--- src/rtl/sio_crc_pkg.sv ---
// rtl/sio_crc_pkg.sv - shared state type, default constants and CRC step for the sio CRC framer
package sio_crc_pkg;

    typedef enum logic [1:0] {
        PAY  = 2'd0,
        SKIP = 2'd1,
        CRC  = 2'd2
    } state_t;

    localparam logic [15:0] SIO_POLY16 = 16'h8005;
    localparam logic [15:0] SIO_INIT16 = 16'hFFFF;
    localparam int          CRC_MAX    = 32;
    localparam int          DW_MAX     = 32;

    // Bit-serial CRC over the low dw bits of data, MSB first; unrolls fully for constant widths.
    function automatic logic [CRC_MAX-1:0] crc_step(
        input logic [CRC_MAX-1:0] crc,
        input logic [DW_MAX-1:0]  data,
        input int                 crc_w,
        input int                 dw,
        input logic [CRC_MAX-1:0] poly
    );
        logic [CRC_MAX-1:0] v;
        logic [CRC_MAX-1:0] mask;
        logic               fb;
        v    = crc;
        mask = {CRC_MAX{1'b1}} >> (CRC_MAX - crc_w);
        for (int i = DW_MAX - 1; i >= 0; i--) begin
            if (i < dw) begin
                fb = v[crc_w-1] ^ data[i];
                v  = ((v << 1) ^ (fb ? poly : '0)) & mask;
            end
        end
        return v;
    endfunction

endpackage

--- src/rtl/sio_crc_lfsr.sv ---
// rtl/sio_crc_lfsr.sv - CRC register advancing DW bits per enabled cycle, reloaded to INIT on clr
module sio_crc_lfsr
    import sio_crc_pkg::*;
#(
    parameter int               CRC_W = 16,
    parameter int               DW    = 4,
    parameter logic [CRC_W-1:0] POLY  = SIO_POLY16,
    parameter logic [CRC_W-1:0] INIT  = SIO_INIT16
) (
    input  logic             c,
    input  logic             r,
    input  logic             clr,
    input  logic             ce,
    input  logic [DW-1:0]    di,
    output logic [CRC_W-1:0] crc
);

    logic [CRC_W-1:0] r_crc;
    logic [CRC_W-1:0] w_next;

    assign w_next = CRC_W'(crc_step(CRC_MAX'(r_crc), DW_MAX'(di), CRC_W, DW, CRC_MAX'(POLY)));

    always_ff @(posedge c) begin
        if (r || clr) begin
            r_crc <= INIT;
        end else if (ce) begin
            r_crc <= w_next;
        end
    end

    assign crc = r_crc;

endmodule

--- src/rtl/sio_crc_framer.sv ---
// rtl/sio_crc_framer.sv - fixed-length frame CRC append (TX) / check (RX); SIO_CRC_ERRCNT_EN adds err_count
module sio_crc_framer
    import sio_crc_pkg::*;
#(
    parameter int               DW         = 4,
    parameter int               CRC_W      = 16,
    parameter logic [CRC_W-1:0] POLY       = SIO_POLY16,
    parameter logic [CRC_W-1:0] INIT       = SIO_INIT16,
    parameter int               PAY_WORDS  = 24,
    parameter int               SKIP_WORDS = 1,
    parameter int               CHECK      = 0
) (
    input  logic          c,
    input  logic          r,
    input  logic          abort,
    input  logic          s_valid,
    output logic          s_ready,
    input  logic [DW-1:0] s_data,
    output logic          m_valid,
    input  logic          m_ready,
    output logic [DW-1:0] m_data,
    output logic          m_last,
    output logic          done,
    output logic          crc_ok
`ifdef SIO_CRC_ERRCNT_EN
    ,
    output logic [15:0]   err_count
`endif
);

    localparam int CRC_WORDS = CRC_W / DW;
    localparam int MAX_A     = (PAY_WORDS > SKIP_WORDS) ? PAY_WORDS : SKIP_WORDS;
    localparam int MAX_SEG   = (MAX_A > CRC_WORDS) ? MAX_A : CRC_WORDS;
    localparam int CNT_W     = (MAX_SEG > 1) ? $clog2(MAX_SEG) : 1;

    state_t           r_state, w_state_nxt;
    logic [CNT_W-1:0] r_cnt, w_seg_end;
    logic [CRC_W-1:0] w_crc, w_crc_sh;
    logic [DW-1:0]    w_crc_word, r_m_data;
    logic             w_tx_emit, w_out_free, w_acc, w_adv, w_seg_last;
    logic             w_frame_end, w_mis, w_clr, w_ce;
    logic             r_m_valid, r_m_last, r_done, r_crc_ok, r_err;

    always_comb begin
        w_seg_end = CNT_W'(PAY_WORDS - 1);
        case (r_state)
            SKIP:    w_seg_end = CNT_W'(SKIP_WORDS - 1);
            CRC:     w_seg_end = CNT_W'(CRC_WORDS - 1);
            default: w_seg_end = CNT_W'(PAY_WORDS - 1);
        endcase
    end

    // TX CRC emission sources the output register from the CRC, so input is held off then.
    assign w_tx_emit   = (CHECK == 0) && (r_state == CRC);
    assign w_out_free  = !r_m_valid || m_ready;
    assign s_ready     = w_out_free && !w_tx_emit;
    assign w_acc       = s_valid && s_ready && !abort;
    assign w_adv       = w_tx_emit ? (w_out_free && !abort) : w_acc;
    assign w_seg_last  = (r_cnt == w_seg_end);
    assign w_frame_end = w_adv && w_seg_last && (r_state == CRC);

    // The CRC register stays frozen in CRC state; the word counter selects the slice instead.
    assign w_crc_sh    = w_crc << (DW * r_cnt);
    assign w_crc_word  = DW'(w_crc_sh >> (CRC_W - DW));
    assign w_mis       = (CHECK != 0) && (s_data != w_crc_word);
    assign w_clr       = abort || w_frame_end;
    assign w_ce        = w_acc && (r_state == PAY);

    sio_crc_lfsr #(
        .CRC_W (CRC_W),
        .DW    (DW),
        .POLY  (POLY),
        .INIT  (INIT)
    ) u_lfsr (
        .c   (c),
        .r   (r),
        .clr (w_clr),
        .ce  (w_ce),
        .di  (s_data),
        .crc (w_crc)
    );

    always_comb begin
        w_state_nxt = r_state;
        if (abort) begin
            w_state_nxt = PAY;
        end else if (w_adv && w_seg_last) begin
            case (r_state)
                PAY:     w_state_nxt = (SKIP_WORDS == 0) ? CRC : SKIP;
                SKIP:    w_state_nxt = CRC;
                default: w_state_nxt = PAY;
            endcase
        end
    end

    always_ff @(posedge c) begin
        if (r) begin
            r_state   <= PAY;
            r_cnt     <= '0;
            r_err     <= 1'b0;
            r_done    <= 1'b0;
            r_crc_ok  <= 1'b1;
            r_m_valid <= 1'b0;
            r_m_data  <= '0;
            r_m_last  <= 1'b0;
        end else begin
            r_state <= w_state_nxt;
            r_done  <= w_frame_end;
            if (abort || (w_adv && w_seg_last)) begin
                r_cnt <= '0;
            end else if (w_adv) begin
                r_cnt <= r_cnt + 1'b1;
            end
            if (w_clr) begin
                r_err <= 1'b0;
            end else if (w_acc && (r_state == CRC) && w_mis) begin
                r_err <= 1'b1;
            end
            if (w_frame_end && (CHECK != 0)) begin
                r_crc_ok <= !(r_err || w_mis);
            end
            if (w_adv) begin
                r_m_valid <= 1'b1;
                r_m_data  <= w_tx_emit ? w_crc_word : s_data;
                r_m_last  <= (r_state == CRC) && w_seg_last;
            end else if (m_ready) begin
                r_m_valid <= 1'b0;
            end
        end
    end

    assign m_valid = r_m_valid;
    assign m_data  = r_m_data;
    assign m_last  = r_m_last;
    assign done    = r_done;
    assign crc_ok  = r_crc_ok;

`ifdef SIO_CRC_ERRCNT_EN
    logic [15:0] r_err_count;

    always_ff @(posedge c) begin
        if (r) begin
            r_err_count <= '0;
        end else if (w_frame_end && (CHECK != 0) && (r_err || w_mis) && (r_err_count != 16'hFFFF)) begin
            r_err_count <= r_err_count + 16'd1;
        end
    end

    assign err_count = r_err_count;
`endif

endmodule

--- config.mk ---
export PLATFORM = sky130hd
export DESIGN_NAME = sio_crc_framer
export DESIGN_NICKNAME = d
export VERILOG_FILES = /design/src/rtl/sio_crc_pkg.sv /design/src/rtl/sio_crc_lfsr.sv /design/src/rtl/sio_crc_framer.sv
export SDC_FILE = /design/constraint.sdc
export NUM_CORES = 1
export LEC_CHECK = 0
export CAP_MARGIN = 20
export CORE_UTILIZATION = 36
export DETAILED_ROUTE_END_ITERATION = 8
export GPL_ROUTABILITY_DRIVEN = 0
export PLACE_DENSITY_LB_ADDON = 0.08
export RECOVER_POWER = 25
export SETUP_SLACK_MARGIN = 0.05
export SLEW_MARGIN = 20
export SYNTH_ARGS = -nofsm -noshare
export SYNTH_HDL_FRONTEND = slang
export SYNTH_SLANG_ARGS = --single-unit
export TNS_END_PERCENT = 20
--- constraint.sdc ---
create_clock -name c -period 3.94 [get_ports c]
set_input_delay 0.788 -clock c [delete_from_list [all_inputs] [get_ports c]]
set_output_delay 0.788 -clock c [all_outputs]
set_load 0.05 [all_outputs]
==> results of run 1 <==
stage by stage:
stage | setup slack, ns | total power, uW
floorplan | 1.65 | 404
global placement | 0.932 | 429
detailed placement | 0.917 | 431
CTS | 0.906 | 687
global route | 0.715 | 712
finish | 0.783 | 679
final cells by class:
class                           instances  share of cell area, %
Multi-Input combinational cell        125                   49.2
Inverter                                3                  0.618
Clock inverter                          1                  0.275
Tap cell                               50                   3.43
Clock buffer                            7                   4.74
Sequential cell                        30                   33.0
Timing Repair Buffer                   16                   8.79
routing by layer:
layer,share of wire [%],up-vias
li1,-,608
met1,47,579
met2,48,28
met3,4.0,4
met4,0.78,0
met5,0,-
worst register-to-register path: stages, from the launching register on:
cell	delay, ns
dfxtp_1	0.35
inv_1	0.08
ha_1	0.32
o21ba_1	0.32
o211a_1	0.23
a31oi_4	0.49
o211ai_1	0.17
power by group:
part / switching, uW / leakage (uW) / internal (uW) / total [uW]
clock: 114 / 0.0000482 / 141 / 255
combinational: 59.3 / 0.000418 / 43.5 / 103
sequential: 7.97 / 0.000245 / 313 / 321
cell families (layout without fill, tap and decap cells):
kind of cell	count (synthesis)	in the layout
and+or+nand+nor	74	74
other	1	1
adders and majority gates	5	5
AOI/OAI and AO/OA	25	25
muxes	4	4
buffers and inverters	11	27
DFF	30	30
xor gates and xnor gates	16	16
worst max-delay path by stage:
stage / start / to
6_report: m_ready / s_ready
5_1_grt: m_ready / s_ready
4_1_cts: m_ready / s_ready
3_5_place_dp: m_ready / s_ready
3_3_place_gp: m_ready / s_ready
2_1_floorplan: m_ready / s_ready
flip-flops by register name (all words and copies together) (netlist names):
| signal | flops |
|---|---|
| m_valid | 1 |
| m_last | 1 |
| r_state | 2 |
| r_cnt | 5 |
| done | 1 |
| m_data | 4 |
| u_lfsr.crc | 16 |
placed cells by master, fill, tap and decap left out, types with 3 or more instances in the layout:
cell type,n
xnor2_1,7
xor2_1,7
clkbuf_8,6
clkdlybuf4s50_1,14
o211ai_1,6
dfxtp_1,30
a221oi_1,4
nor2_1,11
nor3_1,4
ha_1,5
nand2_1,31
inv_1,3
a21oi_1,5
mux4_2,3
nand3_1,13
==> metrics.txt, run 1 <==
Tightest Pin Transition=1.01 ns; number of CTS-inserted buffers=5; vias in the first global route=1231; first-pass detailed-route iteration total=4; Worst setup SP type=input port; area taken by multi-input logic gates=896 sq um; distinct cell type count of the synthesized netlist=42; count of yosys warnings during synthesis=0; outcome=finished, final reports clean; Avg Vias per Cell=5.25; achievable clock frequency=317 MHz; Total Neg Setup Slack=0 ns; share of flip-flops with an asynchronous set or reset after synthesis=0%; placed cell area=0.00174 sq mm; number of enable flip-flop cells after synthesis=0; met3 GRT Util=4.50%; Final Routed Wirelength=3.46 mm; Mapped Nets=180; worst path required time=3.15 ns; Chip Height=68.2 um; initial core utilization=38.3%; detailed-route DRC error count=0; cells along the critical path=dlygate4sd3_1 > nor2b_1 > nor2_1 > clkdlybuf4s50_1; critical path class=input port to output pin; xor and xnor area share after synthesis=10.3%; adder and majority gate portion of the synthesized area=3.97%; post-synthesis mux area share=5.95%; Core Footprint=0.00412 sq mm; H-tree lvl count=2; top area cells in the synthesized netlist=dfxtp_1 (38%), nand2_1 (7.4%), mux4_2 (4.3%); ANT nets after route=0; synth cell count leaders=nand2_1 (31), dfxtp_1 (30), nand3_1 (13), nor2_1 (11); die boundary width=68.2 um; cell leakage power=0.000711 uW; main combinational cell family by area after synthesis=simple AND/OR/NAND/NOR gates; clock root buffer=clkbuf_8; power density of the placed cells=373 mW/mm^2; total placed cells including tap cells=224; synthesized-area fraction occupied by and/or/nand/nor cells=23.2%; Worst R2R Path Depth=6; clock tree from TritonCTS=built; reg2reg start=r_state[0]; layout cells sized above 1=11.0%; Tmin final=3.16 ns; worst min-delay path endpoint=u_lfsr.crc[14]; Fin Clk Skew=0.00414 ns; period utilization=80.1%; largest driver fanout on the critical path=4; violation count after the first detailed-route iteration=94; Tot GR Track Use=17.4%; Slew Limit Fails=0; sort of element at the end of the critical path=output pin; M1 GR Usage=21.9%; total number of clock tree sinks=30; count leader, synth=nand2_1; average wire per cell in the routed design=14.9 um; cells after synthesis=166; IO buf count=16; largest net degree at the start of global routing=23; maximum count of clock buffers along a single path=2; area added between synthesis and finish=15.5%; crit-path leading delay family=buffers and inverters; Final Net Count=195; Finish-stage setup viols=0; I/O pin count=18; # fillers=409; worst reg2reg path endpoint=u_lfsr.crc[4]; Synth Area in Compound Gates=13.6%; number of antenna violations at the first check in global routing=0; proportion of netlist area held by the largest area contributor=38.1%; Inserted Diodes=0; Levels on crit path=4; count of standard-cell rows=23; summed instance area of the synthesized netlist=0.00158 sq mm; minimum setup slack among reg-to-reg paths=1.84 ns; Hold Path Depth=2; Max-Cap Viols=0; core occupancy in the finished layout=44.3%; final-layout worst hold slack=0.480 ns; full die area=0.00465 sq mm; data arrival time of the critical path=2.37 ns; post-route cell area=0.00182 sq mm; global routing usage on met2=28.2%; Max IR drop VDD=0.000223 V; Reg clk slew, reported paths=0.06 ns; count of cells resized by post-cts repair=0; register area=601 sq um; largest incremental delay on the critical path=0.70 ns; global-route wire length before repair=5.87 mm; Hold Violations, Final=0; hold path startpoint=u_lfsr.crc[10]; leftover overflow at the end of global routing=0; buffer count from post-CTS setup fixing=0; number of hold-repair buffers added at the cts stage=0; unrepaired setup endpoints after global routing=false; remaining max-slew budget at the tightest pin=32.3%; buffer and inverter count on the worst path=2; slowest cell on the critical path=clkdlybuf4s50_1; total number of vias=1219; busiest metal layer after global routing=met2; class of the tightest hold or removal check=register to register; sequential share of the synthesized area=38.1%; flops & latches, synth=30; average cell area after synthesis=9.50 sq um; Finished Layout Cells=232; Primary FF master, synth=dfxtp_1; clock latency on the worst-skew pair=0.28 ns; estimated wirelength of the detail-placed design=2.46 mm; largest area contributor in the netlist=dfxtp_1
Power figures use the tool's default switching activity.
==> inputs of run 2 (changes only) <==
==> constraint.sdc (replaced) <==
create_clock -name c -period 2.6 [get_ports c]
set_input_delay 0.52 -clock c [delete_from_list [all_inputs] [get_ports c]]
set_output_delay 0.52 -clock c [all_outputs]
set_load 0.05 [all_outputs]
==> run 2 against run 1 <==
Effect of this change:
- sequential share of layout area stayed put
- largest cell class unchanged
- clock skew up 0.0026 ns
- die area stayed put
- combinational power is 52% higher
- largest power group unchanged
- final area is the same
- worst setup slack got worse by 0.31 ns
- critical path depth up 2
- final cell count increased by 0.43%
- via count shrank 1.1%
- core utilization is the same
- clock power increased by 34%
- hold slack got worse by 0.014 ns
==> metrics.txt, run 2 (synthesis results as in run 1) <==
outcome=finished, final reports clean; clock root buffer=clkbuf_8; routed length on met3=97 um (-30%); Reg clk slew, reported paths=0.06 ns (about the same); largest net degree at the start of global routing=23 (unchanged); Slew Limit Fails=0 (unchanged); global-route wire length before repair=5.82 mm (-0.72%); buffer count from post-CTS setup fixing=0 (unchanged); violation count after the first detailed-route iteration=72 (-23%); Core Footprint=0.00412 sq mm (unchanged); total number of clock tree sinks=30 (unchanged); cells along the critical path=inv_1 > ha_1 > or3b_1 > a21oi_1 > a31oi_4 > o211ai_1; cell leakage power=0.000693 uW (-2.5%); number of hold-repair buffers added at the cts stage=0 (unchanged); Avg Vias per Cell=5.18 (-1.5%); worst reg2reg path endpoint=u_lfsr.crc[4]; most frequent standard cell in the layout excluding fill and tap cells=nand2_1; Final Routed Wirelength=3.38 mm (-2.3%); Final Total Pwr=985 uW (+45%); IO buf count=16 (unchanged); Final Net Count=197 (+1.0%); post-route cell area=0.00182 sq mm (unchanged); number of antenna violations at the first check in global routing=0 (unchanged); power density of the placed cells=541 mW/mm^2 (+45%); placed cell area=0.00176 sq mm (+1.4%); first-pass detailed-route iteration total=4 (unchanged); met2 routed wirelength=1.58 mm (-5.6%); largest incremental delay on the critical path=0.51 ns (-0.19 ns); buffer and inverter count on the worst path=1 (-1); H-tree lvl count=2 (unchanged); slowest cell on the critical path=a21oi_1; top layer in use=met4; remaining max-slew budget at the tightest pin=35.0% (+2.7 points); worst min-delay path endpoint=m_last; achievable clock frequency=470 MHz; detailed-route DRC error count=0 (unchanged); Max-Cap Viols=0 (unchanged); post-placement setup slack=0.360 ns (-0.556 ns); met1 wire length=1.66 mm (+2.8%); reg2reg start=r_state[0]; Hold Path Depth=2 (unchanged); hold path startpoint=m_last; Finish-stage setup viols=0 (unchanged); die boundary width=68.2 um (unchanged); Worst setup SP type=register; count of standard-cell rows=23 (unchanged); flip-flop count of the largest register after layout=16 (unchanged); ANT nets after route=0 (unchanged); Total Neg Setup Slack=0 ns (unchanged); minimum setup slack among reg-to-reg paths=0.47 ns (-1.37 ns); Fin Clk Skew=0.00673 ns (+0.00259 ns); clock tree from TritonCTS=built; maximum count of clock buffers along a single path=2 (unchanged); full die area=0.00465 sq mm (unchanged); Tot GR Track Use=17.5% (+0.12 points); Levels on crit path=6 (+2); layout cells sized above 1=10.9% (-0.060 points); Max IR drop VDD=0.000289 V (+30%); Hold Violations, Final=0 (unchanged); highest-count cells in the layout ignoring fill and taps=nand2_1 (31), dfxtp_1 (30), clkdlybuf4s50_1 (14); estimated wirelength of the detail-placed design=2.53 mm (+2.7%); largest driver fanout on the critical path=16 (+12); worst path required time=2.80 ns (-0.35 ns); clock latency on the worst-skew pair=0.28 ns (about the same); Chip Height=68.2 um (unchanged); leftover overflow at the end of global routing=0 (unchanged); class of the tightest hold or removal check=register to register; sort of element at the end of the critical path=register; unrepaired setup endpoints after global routing=false; total number of vias=1206 (-1.1%); number of CTS-inserted buffers=5 (unchanged); average wire per cell in the routed design=14.5 um (-2.7%); period utilization=81.8%; initial core utilization=38.3% (unchanged); count of cells resized by post-cts repair=0 (unchanged); critical path class=register to register; Worst R2R Path Depth=6 (unchanged); final-layout worst hold slack=0.465 ns (-0.0144 ns); Tmin final=2.13 ns; crit-path leading delay family=compound AO/OA/AOI/OAI gates; Tightest Pin Transition=0.967 ns (-0.0402 ns); data arrival time of the critical path=2.33 ns (-0.04 ns); I/O pin count=18 (unchanged); Inserted Diodes=0 (unchanged); slack of the critical path=0.474 ns (-0.309 ns); area added between synthesis and finish=15.5% (unchanged); vias in the first global route=1264 (+2.7%)
[run 2: cell types whose count changed in the layout (fill, tap and decap cells not counted)]
cell           previous run  this run
clkbuf_1                  1         3
a21oi_1                   5         6
a21oi_4                   1         0
buf_12                    0         1
buf_4                     0         1
clkbuf_8                  6         5
clkinv_2                  1         0
dlygate4sd3_1             2         1
o211a_1                   1         0
o211a_4                   0         1
o21ba_1                   1         0
o21ba_2                   0         1
or3b_1                    0         1
or3b_4                    1         0
[run 2: worst reg2reg max path, stage by stage, from the launching register on]
cell and delay (ns):
dfxtp_1 0.35, inv_1 0.09, ha_1 0.29, or3b_1 0.37, a21oi_1 0.51, a31oi_4 0.30
o211ai_1 0.16
[run 2: how the worst max path moves through the flow]
stage / startpoint / end
2_1_floorplan: r_state[0] / s_ready
3_3_place_gp: abort / u_lfsr.crc[4]
3_5_place_dp: abort / u_lfsr.crc[4]
4_1_cts: m_ready / s_ready
5_1_grt: r_state[0] / u_lfsr.crc[4]
6_report: r_state[0] / u_lfsr.crc[4]
[run 2: layer usage]
metal,up-vias,GRT usage (%)
li1,614,-
met1,573,21.9
met3,5,5.00
met2,14,28.7
met4,0,5.47
met5,-,0
[run 2: final cells by class]
type                       count  area (sq um)
fill                         427          2290
multi-input combinational    125           890
sequential                    30           601
timing repair buffer          18           181
clock buffer                   7          76.3
tap                           50          62.6
inverter                       3          11.3
[run 2: per-stage QoR]
stage | instances | util, %
2_1_floorplan | 166 | -
3_3_place_gp | 226 | 42.8
3_5_place_dp | 226 | 42.8
4_1_cts | 233 | 44.7
5_1_grt | 233 | 44.3
6_report | 233 | 44.3
[run 2: where the power goes]
group	internal, uW	leakage (uW)	total [uW]	switching, uW
clock	184	0.0000383	341	158
sequential	474	0.000245	487	12.7
combinational	68.7	0.000410	157	88.0
total	727	0.000693	985	258
==> inputs of run 3 (changes only) <==
==> constraint.sdc (replaced) <==
create_clock -name c -period 1.7 [get_ports c]
set_input_delay 0.34 -clock c [delete_from_list [all_inputs] [get_ports c]]
set_output_delay 0.34 -clock c [all_outputs]
set_load 0.05 [all_outputs]
==> run 3 against run 2 <==
Effect of this change:
- via count up 7.3%
- final cell count up 10%
- hold slack worse by 0.0059 ns
- critical path type unchanged
- highest routed layer unchanged
==> metrics.txt, run 3 (synthesis results as in run 1) <==
outcome=finished, final reports clean; buffer and inverter count on the worst path=2 (+1); post-placement setup slack=-0.256 ns (-0.616 ns); largest incremental delay on the critical path=0.39 ns (-0.12 ns); Worst setup SP type=register; number of hold-repair buffers added at the cts stage=0 (unchanged); clock latency on the worst-skew pair=0.27 ns (about the same); vias in the first global route=1265 (+0.079%); slack of the critical path=0.0139 ns (-0.460 ns); core occupancy in the finished layout=49.7% (+5.4 points); Levels on crit path=7 (+1); IO buf count=16 (unchanged); Reg clk slew, reported paths=0.07 ns (about the same); power density of the placed cells=786 mW/mm^2 (+45%); cell leakage power=0.000836 uW (+21%); Max IR drop VDD=0.000559 V (+93%); Tmin final=1.69 ns (-0.440 ns); count of standard-cell rows=23 (unchanged); Final Routed Wirelength=3.60 mm (+6.6%); die boundary width=68.2 um (unchanged); Tot GR Track Use=17.5% (about the same); crit-path leading delay family=compound AO/OA/AOI/OAI gates; Finish-stage setup viols=0 (unchanged); busiest metal layer after global routing=met2; I/O pin count=18 (unchanged); ANT nets after route=0 (unchanged); Avg Vias per Cell=5.04 (-2.7%); Worst R2R Path Depth=7 (+1); largest driver fanout on the critical path=16 (unchanged); most frequent standard cell in the layout excluding fill and tap cells=nand2_1; initial core utilization=38.3% (unchanged); Final Net Count=220 (+12%); unrepaired setup endpoints after global routing=true; first-pass detailed-route iteration total=4 (unchanged); clock tree from TritonCTS=built; flip-flop count of the largest register after layout=16 (unchanged); placed cell area=0.00193 sq mm (+9.3%); area added between synthesis and finish=29.5%; average wire per cell in the routed design=14.0 um (-3.3%); layout cells sized above 1=30.4% (+20 points); Slew Limit Fails=0 (unchanged); number of CTS-inserted buffers=5 (unchanged); total number of clock tree sinks=30 (unchanged); period utilization=99.2% (+17 points); met3 GRT Util=4.00% (-1.0 points); buffer count from post-CTS setup fixing=0 (unchanged); critical path class=register to register; slowest cell on the critical path=or3b_4; global routing usage on met2=31.1% (+2.5 points); estimated wirelength of the detail-placed design=2.73 mm (+7.7%); highest-count cells in the layout ignoring fill and taps=nand2_1 (31), buf_4 (29), dfxtp_1 (27); class of the tightest hold or removal check=register to register; Core Footprint=0.00412 sq mm (unchanged); worst path required time=1.89 ns (-0.91 ns); detailed-route DRC error count=0 (unchanged); Hold Violations, Final=0 (unchanged); total number of vias=1294 (+7.3%); Final Total Pwr=1610 uW (+63%); Hold Path Depth=2 (unchanged); Chip Height=68.2 um (unchanged); number of antenna violations at the first check in global routing=0 (unchanged); H-tree lvl count=2 (unchanged); remaining max-slew budget at the tightest pin=60.5% (+26 points); cells along the critical path=inv_2 > ha_4 > or3b_4 > a21oi_4 > a31oi_4 > buf_12 > o211ai_1; Fin Clk Skew=0.00961 ns (+0.00288 ns); M1 GR Usage=21.7% (-0.25 points); final-layout worst hold slack=0.460 ns (-0.00587 ns); Tightest Pin Transition=0.594 ns (-0.373 ns); full die area=0.00465 sq mm (unchanged); achievable clock frequency=593 MHz (+26%); Max-Cap Viols=0 (unchanged); largest net degree at the start of global routing=23 (unchanged); global-route wire length before repair=5.93 mm (+1.8%); post-route cell area=0.00204 sq mm (+12%); Inserted Diodes=0 (unchanged); violation count after the first detailed-route iteration=51 (-29%); leftover overflow at the end of global routing=0 (unchanged); data arrival time of the critical path=1.88 ns (-0.45 ns); clock root buffer=clkbuf_8; maximum count of clock buffers along a single path=2 (unchanged); sort of element at the end of the critical path=register
## run 3: cell count changes in the layout (fill, tap and decap cells not counted), moves of 2 or more
cell | before | now
buf_4 | 1 | 29
inv_1 | 3 | 1
clkdlybuf4s50_1 | 14 | 8
inv_2 | 0 | 2
dfxtp_2 | 0 | 3
ha_2 | 0 | 2
ha_1 | 5 | 2
dfxtp_1 | 30 | 27
## run 3: where the power goes
group / leakage (uW) / switching, uW / total (uW) / internal [uW]
Sequential: 0.000246 / 18.3 / 744 / 725
Combinational: 0.000542 / 148 / 283 / 135
Clock: 0.0000482 / 254 / 580 / 326
## run 3: path summary, 6_finish.rpt
check | startpoint | to | slack [ns]
worst max-delay path | r_state[1] | u_lfsr.crc[0] | 0.01
worst min-delay path | m_last | m_last | 0.46
worst max register to register | r_state[1] | u_lfsr.crc[0] | 0.01
worst min register to register | m_last | m_last | 0.46
## run 3: worst reg2reg max path: stages, from the launching register on
cell      delay [ns]
dfxtp_2         0.34
inv_2           0.06
ha_4            0.26
or3b_4          0.39
a21oi_4         0.20
a31oi_4         0.12
buf_12          0.16
o211ai_1        0.09
## run 3: stage by stage
step           instances  setup TNS, ns
2_1_floorplan        166              0
3_3_place_gp         249          -2.25
3_5_place_dp         249          -2.57
4_1_cts              257        -0.0610
5_1_grt              257         -0.407
6_report             257              0
## run 3: cell type report
cell class                      count  area [sq um]
Multi-Input combinational cell    125           937
Fill cell                         407          2070
Clock inverter                      1          5.00
Tap cell                           50          62.6
Timing Repair Buffer               41           337
Sequential cell                    30           604
Clock buffer                        7          86.3
Inverter                            3          11.3
## run 3: per-layer routing
| metal | up-vias | share of wire, % |
|---|---|---|
| met1 | 624 | 46 |
| met4 | 0 | 0.28 |
| li1 | 657 | - |
| met5 | - | 0 |
| met2 | 11 | 52 |
| met3 | 2 | 2.0 |
## run 3: what timing repair did
action | 4_1_cts | 5_1_grt
pin swaps | 5 | 1
setup endpoints to repair | 26 | 30
resized for setup | 6 | 3
==> RTL change, RTL diff (flow settings as in run 1) <==
`DW` is set to 4 in 2 places; all go to 2.
--- a/src/rtl/sio_crc_lfsr.sv
+++ b/src/rtl/sio_crc_lfsr.sv
@@ -3,7 +3,7 @@
     import sio_crc_pkg::*;
 #(
     parameter int               CRC_W = 16,
-    parameter int               DW    = 4,
+    parameter int               DW    = 2,
     parameter logic [CRC_W-1:0] POLY  = SIO_POLY16,
     parameter logic [CRC_W-1:0] INIT  = SIO_INIT16
 ) (
--- a/src/rtl/sio_crc_framer.sv
+++ b/src/rtl/sio_crc_framer.sv
@@ -2,7 +2,7 @@
 module sio_crc_framer
     import sio_crc_pkg::*;
 #(
-    parameter int               DW         = 4,
+    parameter int               DW         = 2,
     parameter int               CRC_W      = 16,
     parameter logic [CRC_W-1:0] POLY       = SIO_POLY16,
     parameter logic [CRC_W-1:0] INIT       = SIO_INIT16,
Ports: changed (resized m_data and s_data); port bits go from 18 to 14. No check against the original RTL was run, so the function may have changed too.
==> RTL change against run 1 <==
- total power is 12% lower
- area after synthesis is 8.0% lower
- count of clock-buffer cells in the layout is 4 lower
- design area is 9.1% lower
- utilization is 0.34 points lower
- routed wire length is 18% lower
- critical endpoint unchanged
- worst setup slack worse by 0.17 ns
- sequential cell count is 2 lower
- highest routed layer unchanged
==> RTL change: results (changes against run 1) <==
Outcome
  • Status: completed

Routing
  • Initial DRC Count: 73 (-22%)
  • Met2 wire length: 1400 µm (-16%)
  • Routed wl met3: 96 µm (-30%)
  • WL met1: 1310 µm (-19%)
  • Via/cell ratio: 5.09 (-3.1%)
  • Drt total wl: 2850 µm (-18%)

Yosys
  • Mapped Cells: 157 (-5.4%)
  • Xor and xnor area share after synthesis: 0.0664 (-0.0367)
  • Syn nets: 169 (-6.1%)
  • Post-synthesis compound-gate area fraction: 0.0922 (-0.0442)
  • Count of cell types in the netlist: 35 (-17%)
  • Synth area leaders: dfxtp_1, nand2_1, nand3_2, xnor2_1, ha_1
  • Synthesized-area fraction occupied by adder cells: 0.0431 (+0.00345)
  • Post-synth top cells: nand2_1, dfxtp_1, nand3_2, xnor2_1, nor2_1
  • Post-synthesis mux area share: 0.0810 (+0.0216)

Worst hold path
  • Hold Path Sink: m_last
  • HP Start: m_last

Global route
  • Tot GR Track Use: 0.151 (-0.0223)
  • Vias in the first global route: 1005 (-18%)
  • Met1 Usage GRT: 0.190 (-0.0286)
  • Largest net degree at the start of global routing: 20 (-13%)
  • Met3 Use GR: 0.0260 (-0.0190)
  • Global-route wire length before repair: 4820 µm (-18%)

Placed design
  • Placed cells: 210 (-6.3%)
  • Hpwl dp: 2130 µm (-14%)
  • Placed Area: 1590 µm² (-8.4%)
  • DP Worst Slack: 0.793 ns (-0.124 ns)

Setup path
  • Max Fanout on Critical Path: 15 (+11)
  • Critical Path AT: 2.54 ns (+0.17 ns)
  • R2R Path End: u_lfsr.crc[1]
  • R2R Setup Slk: 1.72 ns (-0.12 ns)

Pwr
  • Leakage: 0.602 nW (-15%)
  • Pwr/cell area: 359 nW/µm² (-3.8%)
  • Maximum VDD drop: 130 µV (-42%)

Cells and area
  • Post-Layout Cell Count: 214 (-7.8%)
  • Layout cell share with drive strength beyond 1: 0.133 (+0.0226)
  • Fin nets: 179 (-8.2%)

Timing
  • Setup Skew: 0.00213 ns (-0.00201 ns)
  • Slew headroom: 0.323 (about the same)
  • Hold slack: 0.486 ns (+0.00600 ns)

Clock tree
  • H-tree depth: 1 (-1)
  • Register clock-pin slew on the reported worst setup and hold paths: 0.09 ns (+0.03 ns)
## RTL change: how the worst max path moves through the flow
stage,end,depth (start not counted),slack (ns)
finish,s_ready,5,0.61
floorplan,s_ready,3,1.45
global placement,s_ready,5,0.81
detailed placement,s_ready,5,0.79
global route,s_ready,5,0.49
CTS,s_ready,5,0.79
## RTL change: power breakdown
| group | total (mW) | internal [mW] | switching (mW) |
|---|---|---|---|
| logic | 0.0704 | 0.0278 | 0.0426 |
| registers | 0.296 | 0.290 | 0.00622 |
| clock network | 0.227 | 0.136 | 0.0911 |
| total | 0.594 | 0.454 | 0.140 |
## RTL change: cell type report
| type | count | area share |
|---|---|---|
| tap | 48 | 0.0363 |
| clock buffer | 3 | 0.0249 |
| multi-input combinational | 117 | 0.496 |
| inverter | 3 | 0.00680 |
| sequential | 28 | 0.338 |
| clock inverter | 1 | 0.0181 |
| timing repair buffer | 14 | 0.0793 |
## RTL change: worst min-delay path: stages, from the launching register on
cell     delay (ns)
dfxtp_1        0.32
o21ai_0        0.07
a21oi_1        0.06
